<file path="config.mk">
export PLATFORM = sky130hd
export DESIGN_NAME = load_store_unit
export DESIGN_NICKNAME = d
export VERILOG_FILES = /design/src/rtl/lsu_pkg.sv /design/src/rtl/lsu_align.sv /design/src/rtl/load_store_unit.sv
export SDC_FILE = /design/constraint.sdc
export NUM_CORES = 1
export LEC_CHECK = 0
export ABC_CLOCK_PERIOD_IN_PS = 4600
export CAP_MARGIN = 20
export CORE_ASPECT_RATIO = 1.75
export CORE_MARGIN = 1.5
export CORE_UTILIZATION = 50
export CTS_CLUSTER_SIZE = 40
export DETAILED_ROUTE_END_ITERATION = 8
export HOLD_SLACK_MARGIN = 0.12
export PLACE_DENSITY = 0.9
export SYNTH_ARGS = -nofsm -noshare
export SYNTH_HDL_FRONTEND = slang
export SYNTH_SLANG_ARGS = --single-unit
</file>
<file path="constraint.sdc">
create_clock -name clk -period 4.6 [get_ports clk]
set_input_delay 0.92 -clock clk [delete_from_list [all_inputs] [get_ports clk]]
set_output_delay 0.92 -clock clk [all_outputs]
set_load 0.005 [all_outputs]
</file>
<file path="src/rtl/lsu_pkg.sv">
// Shared funct3 codes, FSM encoding and access-legality helper for the load/store unit.
package lsu_pkg;

  localparam logic [2:0] F3_B  = 3'b000;
  localparam logic [2:0] F3_H  = 3'b001;
  localparam logic [2:0] F3_W  = 3'b010;
  localparam logic [2:0] F3_BU = 3'b100;
  localparam logic [2:0] F3_HU = 3'b101;

  typedef enum logic [1:0] {
    IDLE = 2'd0,
    RD   = 2'd1,
    WR   = 2'd2,
    RESP = 2'd3
  } lsu_state_t;

  // Illegal width code for the direction, or an address not aligned to the access width.
  function automatic logic lsu_access_err(input logic store, input logic [2:0] funct3,
                                          input logic [1:0] addr_lo);
    logic err;
    err = 1'b0;
    if (store) begin
      if ((funct3 != F3_B) && (funct3 != F3_H) && (funct3 != F3_W)) err = 1'b1;
      else err = err;
    end else begin
      if ((funct3 == 3'b011) || (funct3 == 3'b110) || (funct3 == 3'b111)) err = 1'b1;
      else err = err;
    end
    case (funct3)
      F3_H, F3_HU: if (addr_lo[0]) err = 1'b1; else err = err;
      F3_W:        if (addr_lo != 2'b00) err = 1'b1; else err = err;
      default:     err = err;
    endcase
    return err;
  endfunction

endpackage

</file>
<file path="src/rtl/lsu_align.sv">
// Byte-lane extraction with sign/zero extension for loads, and sub-word merge for stores.
module lsu_align
  import lsu_pkg::*;
(
  input  logic [2:0]  funct3,
  input  logic [1:0]  addr_lo,
  input  logic [31:0] load_word,
  input  logic [31:0] store_word,
  input  logic [15:0] store_data,
  output logic [31:0] load_data,
  output logic [31:0] merged_word
);

  logic [7:0]  lane_byte;
  logic [15:0] lane_half;

  // Select the addressed lane and extend it to 32 bits.
  always_comb begin
    lane_byte = load_word[{addr_lo, 3'b000} +: 8];
    lane_half = load_word[{addr_lo[1], 4'b0000} +: 16];
    case (funct3)
      F3_B:    load_data = {{24{lane_byte[7]}}, lane_byte};
      F3_BU:   load_data = {24'h000000, lane_byte};
      F3_H:    load_data = {{16{lane_half[15]}}, lane_half};
      F3_HU:   load_data = {16'h0000, lane_half};
      F3_W:    load_data = load_word;
      default: load_data = 32'h0000_0000;
    endcase
  end

  // Overwrite only the addressed byte/halfword of the previously read word.
  always_comb begin
    merged_word = store_word;
    case (funct3)
      F3_B:    merged_word[{addr_lo, 3'b000} +: 8] = store_data[7:0];
      F3_H:    merged_word[{addr_lo[1], 4'b0000} +: 16] = store_data;
      default: merged_word = store_word;
    endcase
  end

endmodule

</file>
<file path="src/rtl/load_store_unit.sv">
// RV32I load/store unit on a word-wide data memory; sub-word stores are read-modify-write.
module load_store_unit
  import lsu_pkg::*;
#(
  parameter int MEM_AW = 32
) (
  input  logic              clk,
  input  logic              rst,
  input  logic              req_valid,
  output logic              req_ready,
  input  logic              req_store,
  input  logic [2:0]        req_funct3,
  input  logic [MEM_AW-1:0] req_addr,
  input  logic [31:0]       req_wdata,
  output logic              resp_valid,
  output logic [31:0]       resp_rdata,
  output logic              resp_err,
  output logic [MEM_AW-1:0] mem_addr,
  output logic              mem_we,
  output logic [31:0]       mem_wdata,
  input  logic [31:0]       mem_rdata
);

  lsu_state_t        state, next_state;
  logic              store_q;
  logic [2:0]        funct3_q;
  logic [MEM_AW-1:0] addr_q;
  logic [31:0]       wdata_q;
  logic [31:0]       word_buf;
  logic [31:0]       load_data;
  logic [31:0]       merged_word;
  logic              accept;
  logic              req_err;

  assign accept  = req_valid && (state == IDLE);
  assign req_err = lsu_access_err(req_store, req_funct3, req_addr[1:0]);

  lsu_align u_align (
    .funct3      (funct3_q),
    .addr_lo     (addr_q[1:0]),
    .load_word   (mem_rdata),
    .store_word  (word_buf),
    .store_data  (wdata_q[15:0]),
    .load_data   (load_data),
    .merged_word (merged_word)
  );

  // State register.
  always_ff @(posedge clk) begin
    if (rst) state <= IDLE;
    else     state <= next_state;
  end

  // Next-state logic: errors respond directly, word stores skip the read phase.
  always_comb begin
    next_state = state;
    case (state)
      IDLE: begin
        if (!accept)              next_state = IDLE;
        else if (req_err)         next_state = RESP;
        else if (!req_store)      next_state = RD;
        else if (req_funct3 == F3_W) next_state = WR;
        else                      next_state = RD;
      end
      RD:      next_state = store_q ? WR : RESP;
      WR:      next_state = RESP;
      RESP:    next_state = IDLE;
      default: next_state = IDLE;
    endcase
  end

  // Handshake and memory-port drive; the write is suppressed while reset is asserted.
  always_comb begin
    req_ready  = (state == IDLE);
    resp_valid = (state == RESP);
    mem_addr   = '0;
    mem_we     = 1'b0;
    mem_wdata  = 32'h0000_0000;
    case (state)
      RD: mem_addr = {addr_q[MEM_AW-1:2], 2'b00};
      WR: begin
        mem_addr  = {addr_q[MEM_AW-1:2], 2'b00};
        mem_we    = ~rst;
        mem_wdata = (funct3_q == F3_W) ? wdata_q : merged_word;
      end
      default: mem_addr = '0;
    endcase
  end

  // Request latches, read buffer and registered response payload.
  always_ff @(posedge clk) begin
    if (rst) begin
      store_q    <= 1'b0;
      funct3_q   <= 3'b000;
      addr_q     <= '0;
      wdata_q    <= 32'h0000_0000;
      word_buf   <= 32'h0000_0000;
      resp_rdata <= 32'h0000_0000;
      resp_err   <= 1'b0;
    end else begin
      if (accept) begin
        store_q  <= req_store;
        funct3_q <= req_funct3;
        addr_q   <= req_addr;
        wdata_q  <= req_wdata;
      end
      if (state == RD) word_buf <= mem_rdata;
      else             word_buf <= word_buf;
      resp_rdata <= ((state == RD) && !store_q) ? load_data : 32'h0000_0000;
      resp_err   <= accept && req_err;
    end
  end

endmodule
</file>
==> results.yml, run 1 <==
clocking:
  cts.sinks: 135
  cts_tree: "done"
  clockRootBuffer: "clkbuf_16"
  cts.path.max_buffers: 2
  insertion_delay_ps: 410
  post_cts_resized: 0
  hold_buffers: 0
  htreeDepth: 4
  cts_made_buffers: 17
  postCtsSetupBuffers: 0
  clkTransAtPathRegs_ps: 60
routing:
  firstDrtPassIters: 7
  vias: 6296
  antenna_left: 0
  totalWireLength_um: 20300
  viasPerCell: 5.65
  wl_per_cell_um: 18.2
  drc: 0
  drt_iter0_markers: 701
yosys:
  async_reset_ff_share_pct: 0
  ys_warn_count: 0
  synthCells: 773
  synth_edf_count: 0
  yosysSeqAreaShare_pct: 43.1
  syn_area_per_cell_um2: 8.11
  synth_area_um2: 6270
  ys_ff_latch: 135
  ys.flop_type: "dfxtp_1"
  synth_cell_type_count: 48
floorplanning:
  fp.dieH_um: 151
  coreArea_um2: 12400
  rows: 54
  start_util_pct: 50.7
  pin_count: 203
  dieArea_um2: 13200
  die_x_um: 87.6
setup_path:
  cp_slowest_cell: "dfxtp_1"
  critPathCaptureType: "output pin"
  worst_ep_required_time_ps: 3680
  crit_path_max_fanout: 25
  crit_family: "flip-flops"
  path_class: "flop to output pin"
  cp_data_arrival_time_ps: 3020
  cp_cell_sequence: "or3b_1, o21ai_0, a21oi_1, clkdlybuf4s50_1"
  start_kind: "flop"
  critPathBufInv: 1
  critPathMaxStageDelay_ps: 860
global_route:
  grt_max_degree: 104
  grt_overflow: 0
  grt_first_pass_wirelength_um: 30600
  grt_pass1_vias: 6075
  track_usage_pct: 30.5
  antenna_found_initial: 0
run:
  maxCapViolations: 0
timing:
  maxSlewViolCount: 0
  fmax_mhz: 254
  slew_headroom_pct: 27.6
  finalCritPeriodShare_pct: 85.6
  setup_violations: 0
  rsz0062_at_grt: "false"
  period_needed_ps: 3940
  tightest_slew_ps: 1090
  fin_tns_setup_ps: 0
  skew_ps: 3.65
  setup_ws_ps: 661
  hold_violations: 0
placement:
  hpwlAfterDp_um: 13800
  preCtsSetupSlack_ps: 1230
  dp.cells: 1083
  port-buffer-count: 200
  gp_congestion: 0.930
final_layout:
  num_antenna_cells: 0
  areaGrowthSynthToFinish_pct: 41.4
  layoutNonFillerInstCount: 1115
  nets: 1047
  drive_gt1_share_pct: 6.76
power:
  p_leak_uw: 0.00320
  cellPowerDensity_nw_per_um2: 414
  max-vdd-ir-drop_uv: 311
min_path:
  hold_class: "flop to flop"
status:
  status: "completed"
==> worst min-delay path: cells and delay by family, from the launching register on <==
| kind | cells | cell delay (ps) |
|---|---|---|
| DFF | 1 | 300 |
| and+or+nand+nor | 1 | 50 |
| AOI/OAI and AO/OA | 1 | 50 |
==> synthesized netlist by cell type, types with 9 or more instances <==
master | count | area share, %
and2_1 | 32 | 3.2
o21ai_0 | 27 | 2.2
dfxtp_1 | 135 | 43
nor2_1 | 52 | 3.1
nand2_1 | 178 | 11
clkbuf_1 | 36 | 2.2
mux2i_1 | 39 | 6.2
buf_2 | 17 | 1.4
a22oi_1 | 24 | 2.9
ha_1 | 9 | 1.8
a21o_1 | 18 | 2.2
a21oi_1 | 114 | 9.1
==> layout by cell type (no fill, tap or decap), drive strengths merged, types with 4 or more instances in the layout <==
master | Yosys | routed
a22o | 8 | 8
a21oi | 115 | 115
nor2 | 53 | 53
clkbuf | 38 | 22
and2 | 32 | 32
o21ai | 30 | 30
buf | 29 | 10
nor2b | 8 | 8
mux2 | 8 | 8
dfxtp | 135 | 135
nor3 | 6 | 6
a22oi | 24 | 24
nand2b | 4 | 4
nand2 | 178 | 178
inv | 5 | 5
a21o | 18 | 18
clkdlybuf4s50 | 0 | 199
a222oi | 8 | 8
mux2i | 39 | 39
a221oi | 6 | 6
bufinv | 0 | 4
ha | 9 | 9
clkinv | 0 | 4
==> routing by layer <==
metal / part of all wire (%) / track usage [%]
met1: 34 / 30.8
met2: 50 / 52.0
met3: 8.0 / 8.01
met4: 7.4 / 23.9
met5: 0 / 0
==> kinds of logic after synthesis <==
logic type                 synth area share [%]
DFF                                        43.1
other                                    0.0598
muxes                                      7.66
and+or+nand+nor                            20.7
adders and majority gates                  1.80
AOI/OAI and AO/OA                          21.3
buffers and inverters                      5.41
==> power breakdown <==
part	total [µW]	switching [µW]	internal, µW
Sequential	1390	97.4	1290
Clock	1430	489	944
Combinational	849	457	392
Total	3670	1040	2630
==> flip-flops by register name, indices dropped and copies added (netlist names) <==
signal      count
resp_err        1
resp_rdata     32
store_q         1
addr_q         32
word_buf       32
funct3_q        3
wdata_q        32
state           2
==> path summary, 6_finish.rpt <==
path | from | end | slack (ps) | cells after the start
worst max-delay path | funct3_q[1] | mem_wdata[28] | 660 | 4
worst min-delay path | addr_q[5] | addr_q[5] | 450 | 2
worst max register to register | state[1] | resp_rdata[8] | 2110 | 7
worst min register to register | addr_q[5] | addr_q[5] | 450 | 2
==> final cells by class <==
| cell class | instances | area (µm²) |
|---|---|---|
| clock buffer | 22 | 474 |
| tap | 168 | 210 |
| clock inverter | 9 | 148 |
| fill | 926 | 3500 |
| multi-input combinational | 567 | 3240 |
| inverter | 5 | 18.8 |
| timing repair buffer | 209 | 2070 |
| sequential | 135 | 2700 |
==> through the flow <==
stage	cell area (µm²)	util, %	hold WS (ps)	power [µW]
3_5_place_dp	8230	66.5	442	2240
3_3_place_gp	8230	66.5	437	2220
6_report	8860	71.7	448	3670
4_1_cts	8850	71.6	450	3670
5_1_grt	8860	71.7	465	3820
2_1_floorplan	6270	-	431	1900
Power figures use the tool's default switching activity.
==> run 2, diff against run 1 <==
CORE_MARGIN = unset   (was 1.5)
SKIP_LAST_GASP = 1   (was unset)
==> run 2 against run 1 <==
  * Core utilization up 0.93 points
  * Sequential power about the same
  * Via count down 0.95%
  * Critical path type unchanged
  * Critical endpoint is now mem_wdata[30]
  * Register-to-register slack about the same
  * Largest cell class unchanged
  * Maximum frequency down 3.4%
  * Die area down 1.8%
  * Critical path depth unchanged
  * Worst setup slack worse by 140 ps
==> results.yml, run 2 (synthesis gave the netlist of run 1 again) <==
status:
  status: "completed"
timing:
  setup_violations: 0
  rsz0062_at_grt: "false"
  setup_ws_ps: 521
  slew_headroom_pct: 28.1
  finalCritPeriodShare_pct: 88.7
  hold_violations: 0
  maxSlewViolCount: 0
  tightest_slew_ps: 1080
  fin_tns_setup_ps: 0
  fmax_mhz: 245
  skew_ps: 7.45
  holdWs_ps: 449
  period_needed_ps: 4080
routing:
  totalWireLength_um: 19900
  antenna_left: 0
  viasPerCell: 5.61
  vias: 6236
  drc: 0
  firstDrtPassIters: 6
  drt_iter0_markers: 620
  wl_per_cell_um: 17.9
clocking:
  htreeDepth: 4
  clockRootBuffer: "clkbuf_16"
  insertion_delay_ps: 420
  postCtsSetupBuffers: 0
  post_cts_resized: 0
  clkTransAtPathRegs_ps: 60
  cts.sinks: 135
  cts.path.max_buffers: 2
  cts_tree: "done"
  cts_made_buffers: 17
  hold_buffers: 0
setup_path:
  cp_cell_sequence: "or3b_1, o21ai_0, a21oi_1, clkdlybuf4s50_1"
  critPathMaxStageDelay_ps: 1030
  cp_data_arrival_time_ps: 3160
  r2r-start: "state[1]"
  path_class: "flop to output pin"
  critPathLaunch: "funct3_q[2]"
  critPathCaptureType: "output pin"
  worst_ep_required_time_ps: 3680
  crit_path_max_fanout: 27
  start_kind: "flop"
  cp_slowest_cell: "dfxtp_1"
power:
  p_leak_uw: 0.00316
  cellPowerDensity_nw_per_um2: 407
  max-vdd-ir-drop_uv: 266
  power_uw: 3590
floorplanning:
  pin_count: 203
  dieArea_um2: 13000
  coreArea_um2: 12100
  rows: 53
  start_util_pct: 51.7
  die_x_um: 86.6
  fp.dieH_um: 150
global_route:
  grt_first_pass_wirelength_um: 30300
  grt_overflow: 0
  grt_max_degree: 104
  grt_pass1_vias: 6014
  track_usage_pct: 30.8
  antenna_found_initial: 0
placement:
  hpwlAfterDp_um: 14000
  preCtsSetupSlack_ps: 1040
  port-buffer-count: 200
  dp.cells: 1080
  gp_congestion: 0.995
final_layout:
  nFillCells: 931
  areaGrowthSynthToFinish_pct: 40.6
  drive_gt1_share_pct: 6.86
  mostFrequentLayoutCells: "199 x clkdlybuf4s50_1, 177 x nand2_1, 135 x dfxtp_1, 114 x a21oi_1, 52 x nor2_1"
  layoutNonFillerInstCount: 1112
  nets: 1046
  ff_latch_area_um2: 2700
  num_antenna_cells: 0
  final_common_cell: "clkdlybuf4s50_1"
  multiInputGateArea_um2: 3240
min_path:
  hold_class: "flop to flop"
  holdCritStartpoint: "addr_q[16]"
run:
  maxCapViolations: 0
==> run 2: cell types whose count changed in the layout (fill, tap and decap cells not counted), sizes merged <==
cell | previous run | this run
bufinv | 4 | 2
clkbuf | 22 | 19
inv | 5 | 8
clkinvlp | 1 | 5
clkinv | 4 | 3
buf | 10 | 9
==> run 2: critical path: cells and delay by family (launching register included) <==
kind | cells | cell delay, ps
flops | 1 | 1030
compound gates | 2 | 440
buf+inv | 1 | 570
simple gates | 1 | 700
==> run 2: where the power goes <==
| group | leakage (µW) | switching, µW | internal (µW) |
|---|---|---|---|
| logic | 0.00179 | 441 | 390 |
| registers | 0.00110 | 107 | 1290 |
| clock network | 0.000273 | 544 | 817 |
==> run 2: final timing paths <==
check | to | slack (ps) | cells past startpoint
worst max-delay path | mem_wdata[30] | 520 | 4
worst min-delay path | addr_q[16] | 450 | 2
worst max register to register | resp_rdata[8] | 2100 | 7
worst min register to register | addr_q[16] | 450 | 2
==> run 2: area by class of cell <==
type,instances,share of cell area (%)
flip-flops and latches,135,30.7
inverters,5,0.213
clock buffers,19,5.03
clock inverters,13,1.66
multi-input cells,567,36.7
repair buffers,208,23.4
well taps,165,2.34
==> run 2: per-layer routing <==
layer  GRT usage, %  vias to the layer above  share of wire [%]  wire length [µm]
met4           22.7                        0                7.1              1410
met5              0                        -                  0                 0
met3           7.02                       86                6.8              1340
met2           54.1                      345                 50             10000
met1           31.5                     2851                 36              7100
li1               -                     2954                  -                 -
==> run 2: through the flow <==
| stage | util, % | area, µm² |
|---|---|---|
| floorplan | - | 6270 |
| global placement | 67.8 | 8220 |
| detailed placement | 67.8 | 8220 |
| CTS | 72.6 | 8810 |
| global route | 72.6 | 8810 |
| finish | 72.6 | 8810 |
==> run 3, diff against run 2 <==
SKIP_LAST_GASP = unset   (was 1)
TNS_END_PERCENT = 5   (was unset)
==> results of run 3 <==
The final DEF is identical to that of run 2; final timing and power are the same.
